--- config.mk ---
export PLATFORM = sky130hd
export DESIGN_NAME = reverb_echo_engine
export DESIGN_NICKNAME = d
export VERILOG_FILES = /design/src/rtl/reverb_pkg.sv /design/src/rtl/reverb_sat_mac.sv /design/src/rtl/reverb_echo_engine.sv
export SDC_FILE = /design/constraint.sdc
export NUM_CORES = 1
export LEC_CHECK = 0
export BUFFER_PORTS_ARGS = -buffer_cell sky130_fd_sc_hd__buf_2
export CAP_MARGIN = 10
export CORE_MARGIN = 2
export CORE_UTILIZATION = 65
export DETAILED_ROUTE_END_ITERATION = 8
export GPL_ROUTABILITY_DRIVEN = 0
export HOLD_SLACK_MARGIN = 0.08
export PLACE_DENSITY = 0.85
export SLEW_MARGIN = 5
export SYNTH_ARGS = -nofsm -noshare
export SYNTH_HDL_FRONTEND = slang
export SYNTH_SLANG_ARGS = --single-unit
--- constraint.sdc ---
create_clock -name clk -period 30.6 [get_ports clk]
set_input_delay 3.06 -clock clk [delete_from_list [all_inputs] [get_ports clk]]
set_output_delay 3.06 -clock clk [all_outputs]
set_load 0.005 [all_outputs]
--- src/rtl/reverb_pkg.sv ---
// Shared types and constants for the echo engine: FSM states, sample width,
// Q15 unity gain and the saturation limits applied to every output sample.
package reverb_pkg;

    typedef enum logic [2:0] {
        IDLE = 3'd0,
        RD_X = 3'd1,
        RD_Y = 3'd2,
        CALC = 3'd3,
        WR   = 3'd4,
        DONE = 3'd5
    } state_t;

    localparam int          SAMPLE_W = 16;
    localparam logic [15:0] Q15_ONE  = 16'h7FFF;
    localparam int          SAT_MAX  = 32767;
    localparam int          SAT_MIN  = -32768;

endpackage

--- src/rtl/reverb_sat_mac.sv ---
// Combinational feedback MAC: y = sat16(x + ((yd * gain) >>> 15)).
// gain is unsigned Q0.15, yd and x are signed 16-bit samples.
module reverb_sat_mac
    import reverb_pkg::*;
(
    input  logic signed [SAMPLE_W-1:0] x,
    input  logic signed [SAMPLE_W-1:0] yd,
    input  logic        [15:0]         gain,
    output logic signed [SAMPLE_W-1:0] y
);

    localparam logic signed [17:0] SUM_MAX = 18'(SAT_MAX);
    localparam logic signed [17:0] SUM_MIN = 18'(SAT_MIN);

    logic signed [31:0] prod;
    logic signed [31:0] scaled;
    logic signed [17:0] sum;
    logic               unused_scaled;

    // Upper bits of the scaled product are pure sign copies once narrowed to 18 bits.
    assign unused_scaled = ^scaled[31:18];

    // Multiply, rescale (arithmetic shift floors toward -inf), add and clamp.
    always_comb begin
        prod   = $signed({{16{yd[15]}}, yd}) * $signed({16'b0, gain});
        scaled = prod >>> 15;
        sum    = $signed({{2{x[15]}}, x}) + $signed(scaled[17:0]);
        if (sum > SUM_MAX) begin
            y = 16'(SAT_MAX);
        end else if (sum < SUM_MIN) begin
            y = 16'(SAT_MIN);
        end else begin
            y = sum[15:0];
        end
    end

endmodule

--- src/rtl/reverb_echo_engine.sv ---
// Echo processor: for n in 0..N-1, y[n] = sat(x[n] + gain*y[n-K]) using a
// single synchronous-read memory port. Four cycles per sample:
// read x, read delayed y, compute, write y. done pulses once at the end.
module reverb_echo_engine
    import reverb_pkg::*;
#(
    parameter int                ADDR_W   = 18,
    parameter int                DATA_W   = 32,
    parameter logic [ADDR_W-1:0] IN_BASE  = 18'd0,
    parameter logic [ADDR_W-1:0] OUT_BASE = 18'd131072
) (
    input  logic              clk,
    input  logic              rst,
    input  logic              start,
    input  logic [ADDR_W-1:0] n_len,
    input  logic [ADDR_W-1:0] delay,
    input  logic [15:0]       gain,
    output logic              busy,
    output logic              done,
    output logic [ADDR_W-1:0] mem_addr,
    output logic              mem_we,
    output logic [DATA_W-1:0] mem_wdata,
    input  logic [DATA_W-1:0] mem_rdata
);

    state_t state_reg, state_next;

    logic [ADDR_W-1:0]          n_reg;
    logic [ADDR_W-1:0]          n_len_reg;
    logic [ADDR_W-1:0]          delay_reg;
    logic [15:0]                gain_reg;
    logic signed [SAMPLE_W-1:0] x_reg;
    logic signed [SAMPLE_W-1:0] y_reg;

    logic                       feedback;
    logic                       last_sample;
    logic signed [SAMPLE_W-1:0] yd;
    logic signed [SAMPLE_W-1:0] mac_y;
    logic                       unused_rdata;

    // Only the low half of each memory word carries a sample.
    assign unused_rdata = ^mem_rdata[DATA_W-1:SAMPLE_W];

    // A delayed read exists only once K samples have been produced; n and K are
    // stable from RD_Y through CALC, so the same term selects yd in CALC.
    assign feedback    = (delay_reg != '0) && (n_reg >= delay_reg);
    assign last_sample = (n_reg == n_len_reg - ADDR_W'(1));
    assign yd          = feedback ? $signed(mem_rdata[SAMPLE_W-1:0]) : '0;

    reverb_sat_mac u_mac (
        .x    (x_reg),
        .yd   (yd),
        .gain (gain_reg),
        .y    (mac_y)
    );

    // State register.
    always_ff @(posedge clk or posedge rst) begin
        if (rst) begin
            state_reg <= IDLE;
        end else begin
            state_reg <= state_next;
        end
    end

    // Parameter latches, sample counter and x/y pipeline registers.
    always_ff @(posedge clk or posedge rst) begin
        if (rst) begin
            n_reg     <= '0;
            n_len_reg <= '0;
            delay_reg <= '0;
            gain_reg  <= '0;
            x_reg     <= '0;
            y_reg     <= '0;
        end else begin
            case (state_reg)
                IDLE: begin
                    if (start) begin
                        n_reg     <= '0;
                        n_len_reg <= n_len;
                        delay_reg <= delay;
                        // Gain is Q0.15; bit 15 is outside the legal range and is dropped.
                        gain_reg  <= gain & Q15_ONE;
                    end
                end
                RD_Y: x_reg <= $signed(mem_rdata[SAMPLE_W-1:0]);
                CALC: y_reg <= mac_y;
                WR: begin
                    if (!last_sample) begin
                        n_reg <= n_reg + ADDR_W'(1);
                    end
                end
                default: ;
            endcase
        end
    end

    // Next-state logic and Moore-decoded memory port / status outputs.
    always_comb begin
        state_next = state_reg;
        busy       = 1'b0;
        done       = 1'b0;
        mem_we     = 1'b0;
        mem_addr   = '0;
        mem_wdata  = '0;
        case (state_reg)
            IDLE: begin
                if (start) begin
                    state_next = (n_len == '0) ? DONE : RD_X;
                end
            end
            RD_X: begin
                busy       = 1'b1;
                mem_addr   = IN_BASE + n_reg;
                state_next = RD_Y;
            end
            RD_Y: begin
                busy = 1'b1;
                if (feedback) begin
                    mem_addr = OUT_BASE + n_reg - delay_reg;
                end
                state_next = CALC;
            end
            CALC: begin
                busy       = 1'b1;
                state_next = WR;
            end
            WR: begin
                busy       = 1'b1;
                mem_we     = 1'b1;
                mem_addr   = OUT_BASE + n_reg;
                mem_wdata  = {{(DATA_W-SAMPLE_W){y_reg[SAMPLE_W-1]}}, y_reg};
                state_next = last_sample ? DONE : RD_X;
            end
            DONE: begin
                done       = 1'b1;
                state_next = IDLE;
            end
            default: state_next = IDLE;
        endcase
    end

endmodule
==> results.toml, run 1 <==
[cts]
cts.root.buffer_cell = "clkbuf_16"
post_cts_resized = 0
cts.path.max_buffers = 2
numCtsBuffers = 9
postCtsHoldBufs = 0
clk-insertion-delay-late_ns = 0.37
postCtsSetupBuffers = 0
tritoncts_clock_tree = "built"
clkTransAtPathRegs_ns = 0.08
cts.sink_count = 104
clock_tree.htree_level_count = 3

[logic_synthesis]
postSynthCellCount = 1967
synth_seq_area_share_pct = 15.5
share_of_yosys_cell_area_claimed_by_the_top_area_cell_type_pct = 29.4
synth_nets = 2417
number_of_unique_standard_cell_types_used_by_synthesis = 73
ys.warnings.count = 0
synth-async-reset-ratio_pct = 100
synth-seq-cells = 104
synthDominantAreaCellType = "fa_1"
synthesis.area_per_instance_um2 = 8.54
syn_area_mm2 = 0.0168
synth_enable_flop_cells = 0
post_synth_main_area_contributors = "fa_1 (29%), dfrtp_1 (15%), ha_1 (8.6%), inv_1 (7.5%), nand2_1 (6.9%)"
synth_ff_type = "dfrtp_1"

[floorplanning]
core.rowCount = 58
die_area_mm2 = 0.0272
die_width_um = 165
num_io_pins = 140
core_region_area_mm2 = 0.0253
start_util_pct = 66.5
die_y_um = 165

[layout]
most-common-layout-cells = "inv_1 (333), nand2_1 (310), fa_1 (247), and3_1 (143), buf_2 (122)"
final.fill_count = 1935
nets = 2446
area_growth_syn_to_layout_pct = 5.47
final_cell_area_mm2 = 0.0177
layout_commonest_cell = "inv_1"
ff_latch_area_mm2 = 0.00260
diodes = 0
multi_input_area_mm2 = 0.0125
drive_gt1_share_pct = 9.25

[status]
status = "completed"

[routing]
post_drt_wl_per_cell_um = 18.7
remaining_drc_errors = 0
detailroute.via_count = 14212
detail_route.vias_per_cell = 6.10
drt_iter0_drc = 1415
finalWirelength_mm = 43.5
drt_pass1_iterations = 7
antenna_left = 0

[sta]
hold_slack_ns = 0.519
setup_viol = 0
final_period_minus_worst_setup_slack_ns = 11.91
setup-tns-final_ns = 0
finalClockSkew_ns = 0.0149
fin_crit_sh_pct = 38.9
final_hold_viol_count = 0
max_freq_mhz = 84.0
final-max-slew-violation-count = 0
unrepaired_setup_endpoints_after_global_routing = "false"
max_slew_headroom_pct = 21.5
max_slew.worst_pin.slew_ns = 1.17

[power_and_ir_drop]
pwr-share-seq_pct = 39.1
pwr-share-comb_pct = 43.9
power_density_mw_per_mm2 = 42.7
total_power_mw = 0.756
power.net_switching_mw = 0.366
p_leak_nw = 9.69
ir_drop_mv = 0.0442
switch_share_pct = 48.4
p_int_mw = 0.391
clock_power_share_pct = 17.1

[critical_path]
crit_required_ns = 30.87
setup.worst_path.start_class = "input pin"
crit_slowest_cell = "fa_1"
timing.critical_path.arrival_ns = 12.18
slowest_stage_delay_on_critical_path_ns = 0.70
end_kind = "register"
critPathMaxFanout = 15
cpMostUsedCell = "fa_1"
critical_path_class = "in2reg"

[global_routing]
grt_first_pass_wirelength_mm = 72.0
remaining_global_route_overflow = 0
pin_count_of_the_biggest_net_entering_global_routing = 86
groute.usage.overall_pct = 34.0
initial_antenna_violation_count = 0
first_global_vias = 14522

[flow_run]
max-cap-violations = 0

[min_path]
holdCritPathClass = "reg2reg"

[placement]
placed_area_mm2 = 0.0174
detailed_place_hpwl_mm = 33.6
io_buffers = 122
==> cell usage after synthesis (3+ instances only) <==
master     count
inv_1        334
nand2_1      310
fa_1         247
and3_1       143
ha_1         116
dfrtp_1      104
clkbuf_1      86
a21oi_1       69
nor2_1        63
o21ai_0       63
xnor2_1       49
nand3_1       36
a21o_1        35
xor2_1        23
and2_1        19
buf_4         16
mux2_2        16
nand4_1       16
nor3_1        16
a32oi_1       15
or4_1         14
nor4_1        13
o31ai_1       12
or3_1         11
o21a_1        10
a211oi_1       7
nand2b_1       7
o211ai_1       7
o21ai_1        7
a21boi_0       6
buf_1          6
nor2b_1        6
o2111ai_1      6
or2_2          6
a31oi_1        5
nand3b_1       5
mux2i_1        4
o21bai_1       4
o41ai_1        4
a2111oi_0      3
o31a_1         3
o32ai_1        3
==> cells by family (layout without fill, tap and decap cells) <==
kind of cell / count (synthesis) / after routing / synth area share [%]
AND/OR/NAND/NOR: 678 / 678 / 19.7
buffers and inverters: 447 / 481 / 10.5
adder cells (fa/ha/maj): 363 / 363 / 38.1
AO/OA/AOI/OAI: 282 / 282 / 11.1
flip-flops: 104 / 104 / 15.5
XOR/XNOR: 72 / 72 / 3.75
multiplexers: 21 / 21 / 1.38
==> layout make-up <==
cell class / count / share of cell area, %
Multi-Input combinational cell: 1416 / 70.3
Clock inverter: 7 / 0.537
Clock buffer: 9 / 1.27
Sequential cell: 104 / 14.7
Inverter: 334 / 7.09
Tap cell: 330 / 2.33
Timing Repair Buffer: 131 / 3.83
==> metal layers <==
metal | track usage, % | vias to the layer above | wire length, µm
li1 | - | 6443 | -
met1 | 46.1 | 6901 | 17300
met2 | 54.7 | 717 | 20300
met3 | 6.73 | 151 | 4210
met4 | 12.3 | 0 | 1670
met5 | 0 | - | 0
==> per-stage QoR <==
| stage | instances | utilization [%] | setup WS (ns) |
|---|---|---|---|
| 5_1_grt | 2331 | 70.2 | 18.28 |
| 2_1_floorplan | 1967 | - | 20.06 |
| 3_5_place_dp | 2315 | 68.9 | 18.54 |
| 4_1_cts | 2331 | 70.2 | 18.86 |
| 3_3_place_gp | 2315 | 68.9 | 18.81 |
| 6_report | 2331 | 70.2 | 18.69 |
==> power by group through the flow <==
| stage | combinational, mW | sequential (mW) | clock, mW |
|---|---|---|---|
| detailed placement | 0.326 | 0.291 | 0 |
| CTS | 0.328 | 0.289 | 0.130 |
| global route | 0.369 | 0.302 | 0.134 |
| finish | 0.332 | 0.295 | 0.129 |
| floorplan | 0.287 | 0.225 | 0 |
| global placement | 0.311 | 0.287 | 0 |
==> worst max-delay path: cells and delay by family <==
family,cells,cell delay (ns)
compound gates,8,2.79
fa+ha+maj,8,4.07
buf+inv,4,0.37
mux,1,0.22
simple gates,8,1.64
==> path summary, 6_finish.rpt <==
path                                            start                  endpoint  slack [ns]  cells past startpoint
worst max register to register   n_reg[0]$_DFFE_PP0P_     y_reg[13]$_DFFE_PP0N_       18.90                     38
worst min register to register  y_reg[15]$_DFFE_PP0N_     y_reg[15]$_DFFE_PP0N_        0.52                      2
min in group asynchronous                         rst  gain_reg[14]$_DFFE_PP0P_        2.76                      2
max in group asynchronous                         rst      n_reg[4]$_DFFE_PP0P_       26.68                      3
worst min-delay path            y_reg[15]$_DFFE_PP0N_     y_reg[15]$_DFFE_PP0N_        0.52                      2
worst max-delay path                    mem_rdata[15]     y_reg[13]$_DFFE_PP0N_       18.69                     29
Power figures use the tool's default switching activity.
==> run 2, diff against run 1 <==
--- a/config.mk
+++ b/config.mk
@@ -8,11 +8,11 @@
 export BUFFER_PORTS_ARGS = -buffer_cell sky130_fd_sc_hd__buf_2
 export CAP_MARGIN = 10
 export CORE_MARGIN = 2
-export CORE_UTILIZATION = 65
+export CORE_UTILIZATION = 57
 export DETAILED_ROUTE_END_ITERATION = 8
 export GPL_ROUTABILITY_DRIVEN = 0
 export HOLD_SLACK_MARGIN = 0.08
-export PLACE_DENSITY = 0.85
+export PLACE_DENSITY = 0.79
 export SLEW_MARGIN = 5
 export SYNTH_ARGS = -nofsm -noshare
 export SYNTH_HDL_FRONTEND = slang
==> constraint.sdc (replaced) <==
create_clock -name clk -period 10.55 [get_ports clk]
set_input_delay 1.055 -clock clk [delete_from_list [all_inputs] [get_ports clk]]
set_output_delay 1.055 -clock clk [all_outputs]
set_load 0.005 [all_outputs]
==> run 2 against run 1 <==
Net effect: routed wire length fell by 0.87%; clock power grew to 2.7 times the previous value; first-iteration DRC count down 6.9%; die area grew 14%; global-route usage down 4.8 points; combinational power grew to 2.9 times the previous value; design area rose by 2.0%.
==> results.toml, run 2 (synthesis results as in run 1) <==
[status]
status = "completed"

[critical_path]
timing.critical_path.arrival_ns = 10.33
rrSetupSlack_ns = 0.50
critPathMaxFanout = 26
end_kind = "register"
r2r-start = "n_reg[0]$_DFFE_PP0P_"
crit_slowest_cell = "fa_1"
critical_path_class = "reg2reg"
crit_required_ns = 10.83
rr_worst_depth = 42
r2r_end = "y_reg[0]$_DFFE_PP0N_"
setup.worst_path.start_class = "register"
slowest_stage_delay_on_critical_path_ns = 0.51

[sta]
final-max-slew-violation-count = 0
setup-tns-final_ns = 0
setup_viol = 0
max_slew_headroom_pct = 28.6
unrepaired_setup_endpoints_after_global_routing = "false"
final_period_minus_worst_setup_slack_ns = 10.05
fin_crit_sh_pct = 95.2
hold_slack_ns = 0.499
finalClockSkew_ns = 0.0205
max_freq_mhz = 99.5
final_hold_viol_count = 0
max_slew.worst_pin.slew_ns = 1.07

[layout]
final_core_utilization_pct = 62.6
nets = 2473
area_growth_syn_to_layout_pct = 7.57
diodes = 0
ff_latch_area_mm2 = 0.00260
layout_commonest_cell = "inv_1"
multi_input_area_mm2 = 0.0125
most-common-layout-cells = "inv_1 (332), nand2_1 (310), fa_1 (246), and3_1 (143), buf_2 (122)"
final.fill_count = 2470
drive_gt1_share_pct = 11.3

[routing]
drt_pass1_iterations = 6
post_drt_wl_per_cell_um = 17.9
detailroute.via_count = 14058
drt_iter0_drc = 1317
detail_route.vias_per_cell = 5.83
antenna_left = 0
finalWirelength_mm = 43.2
remaining_drc_errors = 0

[cts]
postCtsHoldBufs = 0
cts.sink_count = 104
clkTransAtPathRegs_ns = 0.08
numCtsBuffers = 9
clock_tree.htree_level_count = 3
cts.root.buffer_cell = "clkbuf_16"
clk-insertion-delay-late_ns = 0.39
tritoncts_clock_tree = "built"
cts.path.max_buffers = 2

[floorplanning]
core_region_area_mm2 = 0.0289
start_util_pct = 58.2
die_area_mm2 = 0.0309
die_width_um = 176
die_y_um = 176
num_io_pins = 140
core.rowCount = 62

[global_routing]
first_global_vias = 14519
pin_count_of_the_biggest_net_entering_global_routing = 83
grt_first_pass_wirelength_mm = 71.8
remaining_global_route_overflow = 0
initial_antenna_violation_count = 1
groute.usage.overall_pct = 29.1

[min_path]
worstHoldPathCells = 2
min_to = "y_reg[15]$_DFFE_PP0N_"
worst_hold_startpoint = "y_reg[15]$_DFFE_PP0N_"
holdCritPathClass = "reg2reg"

[power_and_ir_drop]
total_power_mw = 2.16
power_density_mw_per_mm2 = 120
pwr-share-comb_pct = 44.6
p_int_mw = 1.11
pwr-share-seq_pct = 39.0
power.net_switching_mw = 1.05
p_leak_nw = 9.84
switch_share_pct = 48.6
ir_drop_mv = 0.126
clock_power_share_pct = 16.4

[placement]
io_buffers = 122
detailed_place_hpwl_mm = 34.0

[flow_run]
max-cap-violations = 0
==> run 2: power groups by stage <==
| stage | sequential, mW | combinational [mW] | clock, mW |
|---|---|---|---|
| final | 0.842 | 0.964 | 0.354 |
| after global routing | 0.862 | 1.07 | 0.375 |
| after CTS | 0.828 | 0.949 | 0.360 |
| after detailed placement | 0.834 | 0.944 | 0 |
| after global placement | 0.824 | 0.904 | 0 |
| after floorplan | 0.652 | 0.832 | 0 |
==> run 2: worst max path at each step <==
stage	startpoint	to	slack, ns	cells after the start
after floorplan	n_reg[0]$_DFFE_PP0P_	y_reg[0]$_DFFE_PP0N_	0.99	42
after global placement	n_reg[0]$_DFFE_PP0P_	y_reg[1]$_DFFE_PP0N_	0.40	40
after detailed placement	n_reg[0]$_DFFE_PP0P_	y_reg[3]$_DFFE_PP0N_	0.06	40
after CTS	n_reg[0]$_DFFE_PP0P_	y_reg[0]$_DFFE_PP0N_	0.05	39
after global routing	n_reg[0]$_DFFE_PP0P_	y_reg[0]$_DFFE_PP0N_	0.08	42
final	n_reg[0]$_DFFE_PP0P_	y_reg[0]$_DFFE_PP0N_	0.50	42
==> run 2: layout make-up <==
cell class                      count  share of cell area [%]
Inverter                          334                    6.97
Clock inverter                      7                   0.402
Sequential cell                   104                    14.4
Clock buffer                        9                    1.25
Timing Repair Buffer              158                    5.08
Tap cell                          384                    2.66
Multi-Input combinational cell   1416                    69.2
==> run 2: per-stage QoR <==
step                setup slack, ns  std cells  area [µm²]
floorplan                     0.992       1967       16800
global placement              0.397       2391       17600
detailed placement           0.0590       2391       17600
CTS                          0.0506       2407       17900
global route                 0.0815       2412       18100
finish                        0.503       2412       18100
==> run 2: metal layers <==
metal / wire [µm] / share of wire (%) / GRT usage, % / vias to the layer above
met4: 1740 / 4.0 / 11.5 / 0
met1: 17800 / 41 / 39.5 / 6852
met5: 0 / 0 / 0 / -
met3: 3550 / 8.2 / 4.59 / 110
met2: 20100 / 46 / 47.2 / 617
li1: - / - / - / 6479
==> run 2: critical path, delay by kind of cell (launching register included) <==
| family | cells | cell delay (ns) |
|---|---|---|
| and+or+nand+nor | 9 | 1.41 |
| muxes | 1 | 0.18 |
| adders and majority gates | 10 | 4.35 |
| buffers and inverters | 10 | 1.12 |
| AOI/OAI and AO/OA | 12 | 2.44 |
| DFF | 1 | 0.46 |
==> run 2: what timing repair did <==
| action | in CTS | in global routing |
|---|---|---|
| pin swaps | 0 | 4 |
| buffers inserted | 0 | 4 |
| setup endpoints to repair | 1 | 15 |
| cloned | 0 | 1 |
| gates resized for setup | 1 | 24 |
==> run 3, diff against run 2 <==
--- a/config.mk
+++ b/config.mk
@@ -5,6 +5,7 @@
 export SDC_FILE = /design/constraint.sdc
 export NUM_CORES = 1
 export LEC_CHECK = 0
+export ABC_AREA = 1
 export BUFFER_PORTS_ARGS = -buffer_cell sky130_fd_sc_hd__buf_2
 export CAP_MARGIN = 10
 export CORE_MARGIN = 2
==> run 3 against run 2 <==
Net effect: flip-flop and latch count unchanged; sequential power decreased by 10%; combinational power decreased by 3.4%; critical path type unchanged; critical endpoint is now y_reg[7]$_DFFE_PP0N_; largest cell class unchanged.
==> results.toml, run 3 <==
[power_and_ir_drop]
power.net_switching_mw = 1.01
clock_power_share_pct = 16.9
power_density_mw_per_mm2 = 114
pwr-share-comb_pct = 45.9
ir_drop_mv = 0.113
p_int_mw = 1.02
switch_share_pct = 49.7
pwr-share-seq_pct = 37.2
p_leak_nw = 9.49

[global_routing]
groute.usage.overall_pct = 30.4
grt_first_pass_wirelength_mm = 72.5
initial_antenna_violation_count = 2
pin_count_of_the_biggest_net_entering_global_routing = 92
first_global_vias = 14512
remaining_global_route_overflow = 0

[sta]
max_slew.worst_pin.slew_ns = 1.04
fin_crit_sh_pct = 93.3
max_slew_headroom_pct = 30.2
setup-tns-final_ns = 0
max_freq_mhz = 102
hold_slack_ns = 0.479
final_hold_viol_count = 0
setup_viol = 0
unrepaired_setup_endpoints_after_global_routing = "false"
final_period_minus_worst_setup_slack_ns = 9.84
final-max-slew-violation-count = 0
finalClockSkew_ns = 0.0151

[logic_synthesis]
synthesis.area_per_instance_um2 = 7.78
synth_nets = 2578
postSynthCellCount = 2128
ys_top_cells_by_count = "inv_1 (455), nand2_1 (395), nor2_1 (252)"
synth_ff_type = "dfrtp_1"
post_synth_main_area_contributors = "fa_1 (30%), dfrtp_1 (16%), inv_1 (10%), nand2_1 (9.0%), ha_1 (8.8%)"
synth-seq-cells = 104
share_of_yosys_cell_area_claimed_by_the_top_area_cell_type_pct = 29.9
number_of_unique_standard_cell_types_used_by_synthesis = 52
synth_seq_area_share_pct = 15.7
ys.warnings.count = 0
synth.most_common_cell = "inv_1"
synth-async-reset-ratio_pct = 100
synth_enable_flop_cells = 0
syn_area_mm2 = 0.0166
synthDominantAreaCellType = "fa_1"

[critical_path]
crit_slowest_cell = "fa_1"
cp_num_buf_inv = 9
timing.critical_path.arrival_ns = 10.14
critical_path_class = "reg2reg"
slowest_stage_delay_on_critical_path_ns = 0.74
end_kind = "register"
critical-path-top-delay-family = "adder cells"
setup.worst_path.start_class = "register"
cpMostUsedCell = "nand2_1"
critPathMaxFanout = 13
crit_required_ns = 10.85

[cts]
clkTransAtPathRegs_ns = 0.08
cts.path.max_buffers = 2
tritoncts_clock_tree = "built"
clock_tree.htree_level_count = 3
cts.root.buffer_cell = "clkbuf_16"
cts.sink_count = 104
clk-insertion-delay-late_ns = 0.37
numCtsBuffers = 9

[layout]
final_cell_count_no_fill = 2604
final.fill_count = 2475
layout_commonest_cell = "inv_1"
nets = 2663
drive_gt1_share_pct = 10.0
area_growth_syn_to_layout_pct = 7.16
most-common-layout-cells = "inv_1 (454), nand2_1 (395), nor2_1 (251), fa_1 (247), buf_2 (122)"

[placement]
dp_cells = 2586
detailed_place_hpwl_mm = 36.7
io_buffers = 122

[routing]
remaining_drc_errors = 0
drt_iter0_drc = 1276
finalWirelength_mm = 44.9
drt_pass1_iterations = 6
detail_route.vias_per_cell = 5.59
post_drt_wl_per_cell_um = 17.2
detailroute.via_count = 14559
antenna_left = 0

[floorplanning]
num_io_pins = 140
die_y_um = 174
die_width_um = 174
core.rowCount = 62
core_region_area_mm2 = 0.0286
start_util_pct = 57.9
die_area_mm2 = 0.0304

[status]
status = "completed"

[flow_run]
max-cap-violations = 0

[min_path]
holdCritPathClass = "reg2reg"
## run 3: power by group through the flow
| stage | clock (mW) | combinational (mW) | sequential (mW) |
|---|---|---|---|
| after detailed placement | 0 | 0.910 | 0.752 |
| after global routing | 0.361 | 1.04 | 0.769 |
| after global placement | 0 | 0.884 | 0.748 |
| final | 0.343 | 0.931 | 0.755 |
| after floorplan | 0 | 0.749 | 0.650 |
| after CTS | 0.347 | 0.917 | 0.746 |
## run 3: worst register-to-register path, delay by kind of cell, from the launching register on
family | cells | cell delay (ns)
compound gates | 7 | 1.26
fa+ha+maj | 10 | 4.46
buf+inv | 9 | 1.43
flops | 1 | 0.42
xor+xnor | 1 | 0.21
simple gates | 16 | 2.01
## run 3: cell families after synthesis
| logic type | after synthesis | share of synthesized area, % |
|---|---|---|
| mux | 11 | 0.748 |
| simple gates | 794 | 19.9 |
| fa+ha+maj | 363 | 38.6 |
| flops | 104 | 15.7 |
| buf+inv | 529 | 12.6 |
| xor+xnor | 74 | 3.91 |
| compound gates | 253 | 8.52 |
## run 3: stage by stage
stage / power, mW / area [µm²] / worst slack [ns] / util (%)
2_1_floorplan: 1.40 / 16600 / 2.04 / -
3_3_place_gp: 1.63 / 17400 / 0.938 / 61.0
3_5_place_dp: 1.66 / 17400 / 0.718 / 61.0
4_1_cts: 2.01 / 17700 / 0.636 / 62.0
5_1_grt: 2.17 / 17700 / 0.0542 / 62.0
6_report: 2.03 / 17700 / 0.707 / 62.0
## run 3: path summary, 6_finish.rpt
| path | startpoint | cells past startpoint | end | slack (ns) |
|---|---|---|---|---|
| max | n_reg[0]$_DFFE_PP0P_ | 43 | y_reg[7]$_DFFE_PP0N_ | 0.71 |
| min | y_reg[6]$_DFFE_PP0N_ | 2 | y_reg[6]$_DFFE_PP0N_ | 0.48 |
| min reg2reg | y_reg[6]$_DFFE_PP0N_ | 2 | y_reg[6]$_DFFE_PP0N_ | 0.48 |
| min in group asynchronous | rst | 2 | n_len_reg[12]$_DFFE_PP0P_ | 0.71 |
| max reg2reg | n_reg[0]$_DFFE_PP0P_ | 43 | y_reg[7]$_DFFE_PP0N_ | 0.71 |
| max in group asynchronous | rst | 3 | x_reg[5]$_DFFE_PP0P_ | 8.56 |
## run 3: cell type report
| type | instances | area (µm²) | share of cell area, % |
|---|---|---|---|
| Multi-Input combinational cell | 1495 | 11900 | 67.0 |
| Sequential cell | 104 | 2600 | 14.7 |
| Inverter | 465 | 1750 | 9.85 |
| Timing Repair Buffer | 138 | 731 | 4.12 |
| Tap cell | 384 | 480 | 2.71 |
| Clock buffer | 9 | 225 | 1.27 |
| Clock inverter | 7 | 65.1 | 0.367 |
| Antenna cell | 2 | 5.00 | 0.0282 |
## run 3: routing by layer
metal	vias up	wire, µm	share of wire (%)	global-route usage (%)
li1	6639	-	-	-
met1	7040	17800	40	40.1
met2	720	20700	46	48.2
met3	160	4430	9.9	6.54
met4	0	2030	4.5	13.8
met5	-	0	0	0
## run 3: repair_timing
item,CTS,global route
endpoints found under the setup margin,0,15
gates resized for setup,0,1
hold buffers,0,0
buffers inserted,0,0
